## src/rtl/vend_controller.sv

```systemverilog
// Multi-slot vending controller: shared nickel-unit credit register, selection arbitration, dispense strobe and change payout.
// Optional per-slot stock counters are built when VEND_INVENTORY_EN is defined.
module vend_controller #(
   parameter int NUM_ITEMS  = 4,
   parameter int CREDIT_W   = 6,
   parameter int PRICE0     = 3,
   parameter int PRICE1     = 4,
   parameter int PRICE2     = 5,
   parameter int PRICE3     = 6,
   parameter int STOCK_W    = 4,
   parameter int STOCK_INIT = 8
) (
   input  logic                clock,
   input  logic                reset_n,
   input  logic                nickel_in,
   input  logic                dime_in,
   input  logic                cancel,
   input  logic                sel_valid,
   input  logic [1:0]          sel_item,
   input  logic                restock,
   output logic                dispense,
   output logic [1:0]          dispense_item,
   output logic                nickel_out,
   output logic                coin_reject,
   output logic                deny,
   output logic                busy,
   output logic [CREDIT_W-1:0] credit,
   output logic [3:0]          sold_out
);

   typedef enum logic [1:0] {IDLE, VEND, CHANGE} state_t;

   localparam logic [CREDIT_W-1:0] ONE = CREDIT_W'(1);
   localparam logic [CREDIT_W-1:0] TWO = CREDIT_W'(2);

   state_t              state_reg, state_next;
   logic [CREDIT_W-1:0] credit_reg, credit_next;
   logic                dispense_reg, dispense_next;
   logic [1:0]          item_reg, item_next;
   logic                nickel_reg, nickel_next;
   logic                reject_reg, reject_next;
   logic                deny_reg, deny_next;
   logic                busy_reg;
   logic                accept;
   logic                sel_ok;
   logic [CREDIT_W:0]   sum_n, sum_d;
   logic [CREDIT_W-1:0] price_tbl [4];
   logic [3:0]          sold_out_int;

   assign price_tbl[0] = CREDIT_W'(PRICE0);
   assign price_tbl[1] = CREDIT_W'(PRICE1);
   assign price_tbl[2] = CREDIT_W'(PRICE2);
   assign price_tbl[3] = CREDIT_W'(PRICE3);

   assign sum_n  = {1'b0, credit_reg} + {1'b0, ONE};
   assign sum_d  = {1'b0, credit_reg} + {1'b0, TWO};
   assign sel_ok = ({1'b0, sel_item} < 3'(NUM_ITEMS)) &&
                   (credit_reg >= price_tbl[sel_item]) &&
                   !sold_out_int[sel_item];

`ifdef VEND_INVENTORY_EN
   genvar gi;
   generate
      for (gi = 0; gi < 4; gi++) begin : g_stock
         if (gi < NUM_ITEMS) begin : g_slot
            logic [STOCK_W-1:0] stock_reg;
            // Reload beats a same-edge decrement; accept never fires on an empty slot.
            always_ff @(posedge clock) begin
               if (!reset_n || restock)
                  stock_reg <= STOCK_W'(STOCK_INIT);
               else if (accept && (sel_item == 2'(gi)))
                  stock_reg <= stock_reg - STOCK_W'(1);
            end
            assign sold_out_int[gi] = (stock_reg == '0);
         end else begin : g_none
            assign sold_out_int[gi] = 1'b0;
         end
      end
   endgenerate
`else
   logic unused_inventory;
   assign unused_inventory = restock ^ (STOCK_W > 0) ^ (STOCK_INIT > 0);
   assign sold_out_int     = 4'b0000;
`endif

   always_comb begin
      state_next    = state_reg;
      credit_next   = credit_reg;
      dispense_next = 1'b0;
      item_next     = 2'd0;
      nickel_next   = 1'b0;
      reject_next   = 1'b0;
      deny_next     = 1'b0;
      accept        = 1'b0;
      case (state_reg)
         IDLE: begin
            if (cancel) begin
               reject_next = nickel_in | dime_in;
               if (credit_reg != '0) begin
                  state_next  = CHANGE;
                  credit_next = credit_reg - ONE;
                  nickel_next = 1'b1;
               end
            end else if (sel_valid && sel_ok) begin
               accept        = 1'b1;
               state_next    = VEND;
               credit_next   = credit_reg - price_tbl[sel_item];
               dispense_next = 1'b1;
               item_next     = sel_item;
               reject_next   = nickel_in | dime_in;
            end else begin
               deny_next = sel_valid;
               // A simultaneous dime is always refused in favour of the nickel.
               if (nickel_in) begin
                  reject_next = dime_in | sum_n[CREDIT_W];
                  if (!sum_n[CREDIT_W])
                     credit_next = sum_n[CREDIT_W-1:0];
               end else if (dime_in) begin
                  reject_next = sum_d[CREDIT_W];
                  if (!sum_d[CREDIT_W])
                     credit_next = sum_d[CREDIT_W-1:0];
               end
            end
         end
         VEND, CHANGE: begin
            reject_next = nickel_in | dime_in;
            if (credit_reg != '0) begin
               state_next  = CHANGE;
               credit_next = credit_reg - ONE;
               nickel_next = 1'b1;
            end else begin
               state_next = IDLE;
            end
         end
         default: state_next = IDLE;
      endcase
   end

   always_ff @(posedge clock) begin
      if (!reset_n) begin
         state_reg    <= IDLE;
         credit_reg   <= '0;
         dispense_reg <= 1'b0;
         item_reg     <= 2'd0;
         nickel_reg   <= 1'b0;
         reject_reg   <= 1'b0;
         deny_reg     <= 1'b0;
         busy_reg     <= 1'b0;
      end else begin
         state_reg    <= state_next;
         credit_reg   <= credit_next;
         dispense_reg <= dispense_next;
         item_reg     <= item_next;
         nickel_reg   <= nickel_next;
         reject_reg   <= reject_next;
         deny_reg     <= deny_next;
         busy_reg     <= (state_next != IDLE);
      end
   end

   assign dispense      = dispense_reg;
   assign dispense_item = item_reg;
   assign nickel_out    = nickel_reg;
   assign coin_reject   = reject_reg;
   assign deny          = deny_reg;
   assign busy          = busy_reg;
   assign credit        = credit_reg;
   assign sold_out      = sold_out_int;

endmodule

```

## config.mk

```make
export PLATFORM = sky130hd
export DESIGN_NAME = vend_controller
export DESIGN_NICKNAME = d
export VERILOG_FILES = /design/src/rtl/vend_controller.sv
export SDC_FILE = /design/constraint.sdc
export NUM_CORES = 1
export LEC_CHECK = 0
export ABC_AREA = 1
export BUFFER_PORTS_ARGS = -buffer_cell sky130_fd_sc_hd__buf_2
export CORE_ASPECT_RATIO = 1.75
export CORE_MARGIN = 4
export CORE_UTILIZATION = 56
export DETAILED_ROUTE_END_ITERATION = 8
export PLACE_DENSITY_LB_ADDON = 0.15
export SYNTH_ARGS = -nofsm -noshare
export SYNTH_HDL_FRONTEND = slang
export SYNTH_SLANG_ARGS = --single-unit
```

## constraint.sdc

```tcl
create_clock -name clock -period 2.6 [get_ports clock]
set_input_delay 0.52 -clock clock [delete_from_list [all_inputs] [get_ports clock]]
set_output_delay 0.52 -clock clock [all_outputs]
set_load 0.02 [all_outputs]
```

==> out/metrics.yaml <==
cts.clk_slew.worst_paths_ns: 0.06
setup_viol: 0
htreeDepth: 1
min-delay-start: "sel_item[1]"
clockPowerShare_pct: 10.3
vias: 1506
worst-setup-path-type: "in -> reg"
io_buffer_count: 20
critPathCaptureType: "flop"
cp.required_ns: 2.75
die_area_um2: 3575
synth_flop_cell: "dfxtp_1"
outcome: "finished, final reports clean"
gp_congestion: 0.9292
combPwrFrac_pct: 69.5
antenna_found_initial: 0
start_kind: "input pin"
synthArstFlopShare_pct: 0
wirelength_um: 3789
swShare_pct: 53.83
place_area_um2: 1594
grt_setup_unrepaired: "false"
crit_fanout: 7
tritoncts: "yes"
powerDensity_nw_per_um2: 1184
min_path_type: "in -> reg"
cts_setup_buffers: 0
worstPathArrival_ns: 2.54
timing.reg2reg.setup_slack_ns: 0.31
initial_utilization_pct: 58.93
finalCritPeriodShare_pct: 91.74
firstDrtPassIters: 4
wire_per_inst_um: 13.58
power_leakage_nw: 0.9129
track_usage_pct: 23.16
finalClockSkew_ns: 0.004180
fp-row-count: 24
place_ws_ns: 0.04652
hold_ws_ns: 0.5084
antenna_left: 0
grt_overflow_total: 0
avgSynthCellArea_um2: 6.491
area_growth_pct: 10.27
synth_edf_count: 0
ys_types: 30
clk_latency_ns: 0.26
final_cells: 279
largest_reg_flops: 6
diodes: 0
grt_max_degree: 13
grt_pass1_vias: 1391
ir_drop_mv: 0.7855
p_int_mw: 0.8963
ys_seq_elements: 15
clock-sinks: 15
chipHeight_um: 76.16
tns_ns: 0
grt_pass1_wl_um: 6216
layout.nets: 275
vias_per_cell: 5.398
r2r_start: "credit[0]"
hold_buffers: 0
yosysWarningCount: 0
finalWorstSetupSlack_ns: 0.2148
synth.cell_area_um2: 1486
startpoint: "sel_item[0]"
pin_count: 26
maxCapViolCount: 0
syn_inst: 229
die_w_um: 46.95
seqPwrFrac_pct: 20.2
ys_seq_area_share_pct: 20.20
core_area_um2: 2522
drc_errors: 0
place_inst: 275
fmax_mhz: 419.3
cts_resized: 0
period_needed_ns: 2.385
fin_area_um2: 1639
switchingPower_mw: 1.045
drive_gt1_share_pct: 21.74
clock_path_buffers: 2
cts_root_buf: "clkbuf_8"
numCtsBuffers: 3
final-max-slew-violation-count: 0
dp_hpwl_um: 2950
drtIter0Drc: 32
hold_viol: 0
cells in the mapped netlist, types with 2 or more instances:
cell	n	area, um2
nor2_1	24	90.09
nor2_8	2	40.04
o211ai_1	3	22.52
a21oi_1	6	30.03
a21oi_2	2	17.52
o21ai_1	3	15.01
ha_1	11	137.6
inv_2	7	26.28
nand3_1	21	105.1
inv_1	25	93.84
nand2_1	61	229.0
dfxtp_1	15	300.3
o21ai_0	8	40.04
nor2_2	2	12.51
nand2_4	3	33.78
buf_6	2	22.52
nand4_1	6	37.54
buf_4	4	30.03
nand2_2	8	50.05
xor2_1	6	52.55
power by group through the flow:
stage | sequential [mW] | clock, mW | combinational, mW
2_1_floorplan | 0.452 | 0 | 0.980
3_3_place_gp | 0.394 | 0 | 1.33
3_5_place_dp | 0.396 | 0 | 1.33
4_1_cts | 0.391 | 0.202 | 1.34
5_1_grt | 0.402 | 0.216 | 1.52
6_report | 0.392 | 0.201 | 1.35
final timing paths:
kind              cells past startpoint                to
setup / recovery                     16         credit[1]
hold / removal                        3  dispense_item[1]
setup reg to reg                     16         credit[1]
hold reg to reg                       4      state_reg[0]
metal layers:
metal | global-route usage, % | share of wire [%]
met4 | 13.02 | 5.6
met2 | 38.42 | 52
met3 | 3.073 | 3.2
met1 | 26.38 | 39
met5 | 0 | 0
cell families (layout without fill, tap and decap cells):
| kind of cell | after synthesis | count (layout) | synth area share, % |
|---|---|---|---|
| buffers and inverters | 42 | 63 | 14.14 |
| AO/OA/AOI/OAI | 24 | 24 | 9.596 |
| AND/OR/NAND/NOR | 129 | 129 | 41.67 |
| XOR/XNOR | 6 | 6 | 3.535 |
| other | 1 | 4 | 0.2523 |
| flip-flops | 15 | 15 | 20.20 |
| adder cells (fa/ha/maj) | 12 | 12 | 10.61 |
worst max-delay path: stages:
cell and delay, ns:
buf_2 0.07, inv_1 0.06, ha_1 0.34, fa_1 0.45, nand2_1 0.11, nand2_2 0.07, nor2_2 0.10, nand2_2 0.08
nand2_4 0.09, nand3_1 0.12, nand2_2 0.13, nand2_4 0.08, nand2_4 0.12, nand2_1 0.08, nand2_1 0.07, nor2_1 0.04
cell type report:
cell class | instances | area (um2)
timing repair buffer | 26 | 145.1
clock buffer | 4 | 45.04
sequential | 15 | 300.3
inverter | 33 | 128.9
tap | 26 | 32.53
fill | 252 | 883.3
multi-input combinational | 175 | 987.2
per-stage QoR:
stage               utilization (%)  power, mW
finish                        64.98      1.941
global route                  64.98      2.136
CTS                           64.98      1.937
detailed placement            63.19      1.726
global placement              63.19      1.721
floorplan                         -      1.433
cells in the final DEF, fill, tap and decap left out, drive strengths merged, types with 8 or more instances in the layout:
cell type	instances
nand2	72
inv	33
nor2	28
buf	26
nand3	21
dfxtp	15
ha	11
o21ai	11
a21oi	8
Note: power is estimated with default switching activity, not from simulation.
